### config.mk
export PLATFORM = sky130hd
export DESIGN_NAME = sync_fifo_pack
export DESIGN_NICKNAME = d
export VERILOG_FILES = /design/src/rtl/sync_fifo_pack.sv
export SDC_FILE = /design/constraint.sdc
export NUM_CORES = 1
export LEC_CHECK = 0
export ABC_AREA = 1
export CAP_MARGIN = 20
export CELL_PAD_IN_SITES_DETAIL_PLACEMENT = 1
export CELL_PAD_IN_SITES_GLOBAL_PLACEMENT = 2
export CORE_ASPECT_RATIO = 1.25
export CORE_MARGIN = 4
export CORE_UTILIZATION = 36
export CTS_CLUSTER_SIZE = 25
export DETAILED_ROUTE_END_ITERATION = 8
export PLACE_DENSITY = 0.86
export SLEW_MARGIN = 20
export SYNTH_ARGS = -nofsm -noshare
export SYNTH_HDL_FRONTEND = slang
export SYNTH_SLANG_ARGS = --single-unit
### constraint.sdc
create_clock -name clk -period 2.15 [get_ports clk]
set_input_delay 0.43 -clock clk [delete_from_list [all_inputs] [get_ports clk]]
set_output_delay 0.43 -clock clk [all_outputs]
set_load 0.005 [all_outputs]
### src/rtl/sync_fifo_pack.sv
// Width-upsizing synchronous FIFO: packs RATIO narrow writes into one wide entry, pops whole entries.
// Optional zero-fill flush of a partial entry is enabled by defining SYNC_FIFO_PACK_FLUSH_EN.
module sync_fifo_pack #(
    parameter int DEPTH   = 8,
    parameter int DWIDTH  = 4,
    parameter int WRWIDTH = 1
) (
    input  logic               clk,
    input  logic               rstn,
    input  logic               wr_ea,
    input  logic [WRWIDTH-1:0] din,
    input  logic               rd_ea,
`ifdef SYNC_FIFO_PACK_FLUSH_EN
    input  logic               flush,
`endif
    output logic [DWIDTH-1:0]  dout,
    output logic               dout_valid,
    output logic               empty,
    output logic               full,
    output logic               partial
);

    localparam int RATIO      = DWIDTH / WRWIDTH;
    localparam int RATIOLOG   = $clog2(RATIO);
    localparam int ADDR_WIDTH = $clog2(DEPTH);
    localparam int PTR_W      = ADDR_WIDTH + RATIOLOG + 1;

    localparam logic [PTR_W-1:0]      WR_ONE    = {{(PTR_W-1){1'b0}}, 1'b1};
    localparam logic [ADDR_WIDTH:0]   RD_ONE    = {{ADDR_WIDTH{1'b0}}, 1'b1};
    localparam logic [RATIOLOG-1:0]   LANE_ZERO = {RATIOLOG{1'b0}};
    localparam logic [RATIO-1:0]      LANE_ONE  = {{(RATIO-1){1'b0}}, 1'b1};

    logic [PTR_W-1:0]      wrptr_q, wrptr_d;
    logic [ADDR_WIDTH:0]   rdptr_q, rdptr_d;
    logic [DWIDTH-1:0]     dout_q, dout_d;
    logic                  dout_valid_q, dout_valid_d;
    logic [DWIDTH-1:0]     mem_q [DEPTH];

    logic                  wr_acc_s, rd_acc_s, flush_acc_s;
    logic [RATIOLOG-1:0]   lane_s;
    logic [ADDR_WIDTH-1:0] waddr_s;
    logic [RATIO-1:0]      lane_oh_s;
    logic [RATIO-1:0]      lane_we_s;
    logic [DWIDTH-1:0]     wdata_s;

    // Occupancy flags decoded from the pointers
    always_comb begin
        empty    = (wrptr_q[PTR_W-1:RATIOLOG] == rdptr_q);
        full     = (wrptr_q[PTR_W-2:RATIOLOG] == rdptr_q[ADDR_WIDTH-1:0]) &&
                   (wrptr_q[PTR_W-1] != rdptr_q[ADDR_WIDTH]);
        partial  = (wrptr_q[RATIOLOG-1:0] != LANE_ZERO);
        dout       = dout_q;
        dout_valid = dout_valid_q;
    end

    // Accept decisions, lane write enables and next-state pointers
    always_comb begin
        lane_s      = wrptr_q[RATIOLOG-1:0];
        waddr_s     = wrptr_q[PTR_W-2:RATIOLOG];
        lane_oh_s   = LANE_ONE << lane_s;
        wr_acc_s    = wr_ea && !full;
        rd_acc_s    = rd_ea && !empty;
`ifdef SYNC_FIFO_PACK_FLUSH_EN
        flush_acc_s = flush && partial && !full;
`else
        flush_acc_s = 1'b0;
`endif
        lane_we_s   = {RATIO{1'b0}};
        wdata_s     = {DWIDTH{1'b0}};
        // Flush zero-fills every lane from the current one upward; a concurrent write still owns its lane
        for (int l = 0; l < RATIO; l++) begin
            if (wr_acc_s && lane_oh_s[l]) begin
                lane_we_s[l] = 1'b1;
                wdata_s[l*WRWIDTH +: WRWIDTH] = din;
            end else if (flush_acc_s && ((lane_oh_s - LANE_ONE) & (LANE_ONE << l)) == {RATIO{1'b0}}) begin
                lane_we_s[l] = 1'b1;
            end else begin
                lane_we_s[l] = 1'b0;
            end
        end

        if (flush_acc_s) begin
            wrptr_d = {wrptr_q[PTR_W-1:RATIOLOG] + RD_ONE, LANE_ZERO};
        end else if (wr_acc_s) begin
            wrptr_d = wrptr_q + WR_ONE;
        end else begin
            wrptr_d = wrptr_q;
        end

        if (rd_acc_s) begin
            rdptr_d      = rdptr_q + RD_ONE;
            dout_d       = mem_q[rdptr_q[ADDR_WIDTH-1:0]];
            dout_valid_d = 1'b1;
        end else begin
            rdptr_d      = rdptr_q;
            dout_d       = dout_q;
            dout_valid_d = 1'b0;
        end
    end

    // Pointer and read-data registers
    always_ff @(posedge clk or negedge rstn) begin
        if (!rstn) begin
            wrptr_q      <= {PTR_W{1'b0}};
            rdptr_q      <= {(ADDR_WIDTH+1){1'b0}};
            dout_q       <= {DWIDTH{1'b0}};
            dout_valid_q <= 1'b0;
        end else begin
            wrptr_q      <= wrptr_d;
            rdptr_q      <= rdptr_d;
            dout_q       <= dout_d;
            dout_valid_q <= dout_valid_d;
        end
    end

    // Storage array with per-lane write enables; contents are intentionally not reset
    always_ff @(posedge clk) begin
        for (int l = 0; l < RATIO; l++) begin
            if (lane_we_s[l]) begin
                mem_q[waddr_s][l*WRWIDTH +: WRWIDTH] <= wdata_s[l*WRWIDTH +: WRWIDTH];
            end
        end
    end

endmodule

==> summary.txt, run 1 <==
Status: complete, no violations
Max cap viols: 0
Reg2Reg Capture Point: mem_q[4][0]$_DFFE_PP_
Hold slack: 0.442 ns
Root Buffer: clkbuf_8
DIE AREA: 0.00856 mm2
Worst slew pin tran: 0.429 ns
Setup TNS: 0 ns
Top delay family on crit path: buffers and inverters
Number of synthesized register bits: 47
WS Path Type: flop to output pin
H-tree Lvls: 2
Post-synth top cells: nand2_1, inv_1, nor2_1
Fraction of layout cells with a size suffix above 1: 13.6%
Top fanout value on the critical path: 6
Io pins: 13
Synth Area in XOR/XNOR: 2.00%
Area leader, netlist: edfxtp_1
R2R cell count: 7
Via density: 4.59
Worst R2R Setup Slack: 0.36 ns
Peak Freq: 0.488 GHz
Slowest CP cell: dfrtp_2
Net Count, Synth: 320
Ys Warns: 0
RSZ-0062 raised after global routing: false
Crit path launch type: flop
Synth Flop Type: edfxtp_1
Area growth syn-to-layout: 16.8%
Total number of vias: 1,965
Fill count: 837
Power density over the cells: 1270 mW/mm2
Peak VDD IR: 0.498 mV
DPL Wire Length: 4.55 mm
Syn_area_per_cell: 8.28 um2
Reg area: 0.00134 mm2
Most frequent cell after synthesis: nand2_1
DRT iter0 DRCs: 117
Avg WL per Cell: 14.1 um
CTS Sinks: 47
DR WL met3: 187 um
Mux cell area share after synthesis: 0%
Met2 Routed Length: 3.20 mm
Multi-input logic area: 967 um2
Synthesized cell area: 0.00257 mm2
Setup skew after layout: 0.00784 ns
Initial core utilization: 37.0%
Highest routed layer: met4
Pwr Total: 0.00382 W
Async SR Flop Fraction: 31.9%
Adder-cell area share of the yosys netlist: 2.44%
Leak Pwr: 1.46 nW
Hold Fails Final Rpt: 0
Total core area: 0.00693 mm2
Post-synth cell types: 22
WL met1: 2.56 mm
Input/output buffers: 12
Synth Instances: 310
Register area share after synthesis: 52.0%
Vias in the first global route: 2,100
Die H: 102 um
Worst slew margin: 71.3%
Die Wd: 83.5 um
WP data arrival: 1.62 ns
Final-report setup violation count: 0
Diode count: 0
Largest stage delay, worst path: 0.45 ns
Detailed Route WL: 6.04 mm
CP Capture Type: output pin
Final worst slack: 0.101 ns
Synth Area in Simple Gates: 33.0%
Post-layout util: 43.2%
Worst path cell trace: inv_1 -> ha_2 -> inv_1 -> clkdlybuf4s50_1
First-pass DRT Iterations: 4
Main combinational cell family by area after synthesis: simple AND/OR/NAND/NOR gates
Final Cycle Share: 95.3%
DRC: 0
Total track usage: 15.5%
Later-pin clock latency in the skew report: 0.30 ns
Most used cell, CP: inv_1
ANT nets after route: 0
TritonCTS buffer count: 5
Final Wtd Congestion: 0.837
Placement Setup Slack: 0.241 ns
Final min period: 2.05 ns
# nets final: 347
Largest net degree at the start of global routing: 18
Worst reg2reg path startpoint: wrptr_q[5]$_DFFE_PN0N_
Clk slew on worst S/H paths: 0.09 ns
Antenna violations before repair: 0
Worst Path Buf+Inv: 3
Hold_buf cts: 0
Global-route wire length before repair: 10.2 mm
Synth top area cells: edfxtp_1, nand2_1, dfrtp_1
CTS tree: built
Post-synth top area share: 37.4%
Compound-Gate Fraction of Synth Area: 0%
Critical Path RT: 1.72 ns
Slew Limit Fails: 0
Row count: 34
CTS max path bufs: 2
Hold Path Class: input pin to async pin
Number of synthesized flops with an enable pin: 32
GRT overflow: 0
==> cells by family after synthesis <==
kind of cell / count (synthesis)
AND/OR/NAND/NOR: 193
buffers and inverters: 60
flip-flops: 47
XOR/XNOR: 5
adder cells (fa/ha/maj): 5
==> power breakdown <==
group          switching (W)  internal, W  total (W)
Clock               0.000295     0.000465   0.000759
Combinational        0.00111     0.000670    0.00178
Sequential          0.000130      0.00115    0.00128
Total                0.00153      0.00229    0.00382
==> registers in the layout (all words and copies together) (netlist names) <==
| signal | cells |
|---|---|
| mem_q | 32 |
| wrptr_q | 6 |
| dout | 4 |
| rdptr_q | 4 |
| dout_valid | 1 |
==> worst max-delay path by stage <==
stage / start / to / slack, ns / cells after the start
3_3_place_gp: rdptr_q[3]$_DFFE_PN0P_ / full / 0.30 / 6
5_1_grt: wrptr_q[0]$_DFFE_PN0N_ / partial / 0.02 / 4
2_1_floorplan: rdptr_q[0]$_DFFE_PN0P_ / mem_q[0][1]$_DFFE_PP_ / 0.67 / 7
6_report: wrptr_q[0]$_DFFE_PN0N_ / partial / 0.10 / 4
3_5_place_dp: wr_ea / mem_q[0][1]$_DFFE_PP_ / 0.24 / 4
4_1_cts: wrptr_q[0]$_DFFE_PN0N_ / partial / 0.004 / 4
==> what timing repair did <==
action,in CTS,in global routing
resized for setup,4,3
endpoints found under the setup margin,2,2
setup buffers,2,2
==> per-stage QoR <==
stage | cell area (um2) | instances
floorplan | 2570 | 310
global placement | 2830 | 416
detailed placement | 2830 | 416
CTS | 2980 | 426
global route | 3000 | 428
finish | 3000 | 428
==> layer usage <==
layer | vias to the layer above | GRT usage, %
met5 | - | 0
met4 | 0 | 4.46
met3 | 9 | 1.77
met2 | 26 | 29.9
met1 | 928 | 18.2
li1 | 1002 | -
==> final cells by class <==
| type | count | share of cell area (%) |
|---|---|---|
| Timing Repair Buffer | 30 | 8.56 |
| Tap cell | 90 | 3.76 |
| Inverter | 50 | 6.34 |
| Sequential cell | 47 | 44.7 |
| Clock buffer | 6 | 2.42 |
| Multi-Input combinational cell | 203 | 32.3 |
| Clock inverter | 2 | 2.00 |
==> cells in the final DEF, fill, tap and decap left out, types with 2 or more instances in the layout <==
cell and count:
ha_1 4, inv_1 45, nand2_1 109, xor2_1 4, inv_2 4, dfrtp_2 2
nor2_2 2, nor2_1 39, nand2_2 5, clkbuf_8 5, edfxtp_1 32, bufinv_16 2
buf_4 18, nand3_4 3, dfrtp_1 13, clkdlybuf4s50_1 10, nand3_1 32
Power figures use the tool's default switching activity.
==> run 2, diff against run 1 <==
--- a/config.mk
+++ b/config.mk
@@ -14,6 +14,7 @@
 export CORE_UTILIZATION = 36
 export CTS_CLUSTER_SIZE = 25
 export DETAILED_ROUTE_END_ITERATION = 8
+export GPL_ROUTABILITY_DRIVEN = 0
 export PLACE_DENSITY = 0.86
 export SLEW_MARGIN = 20
 export SYNTH_ARGS = -nofsm -noshare
==> results of run 2 <==
Final layout, timing and power as in run 1 (identical DEF).
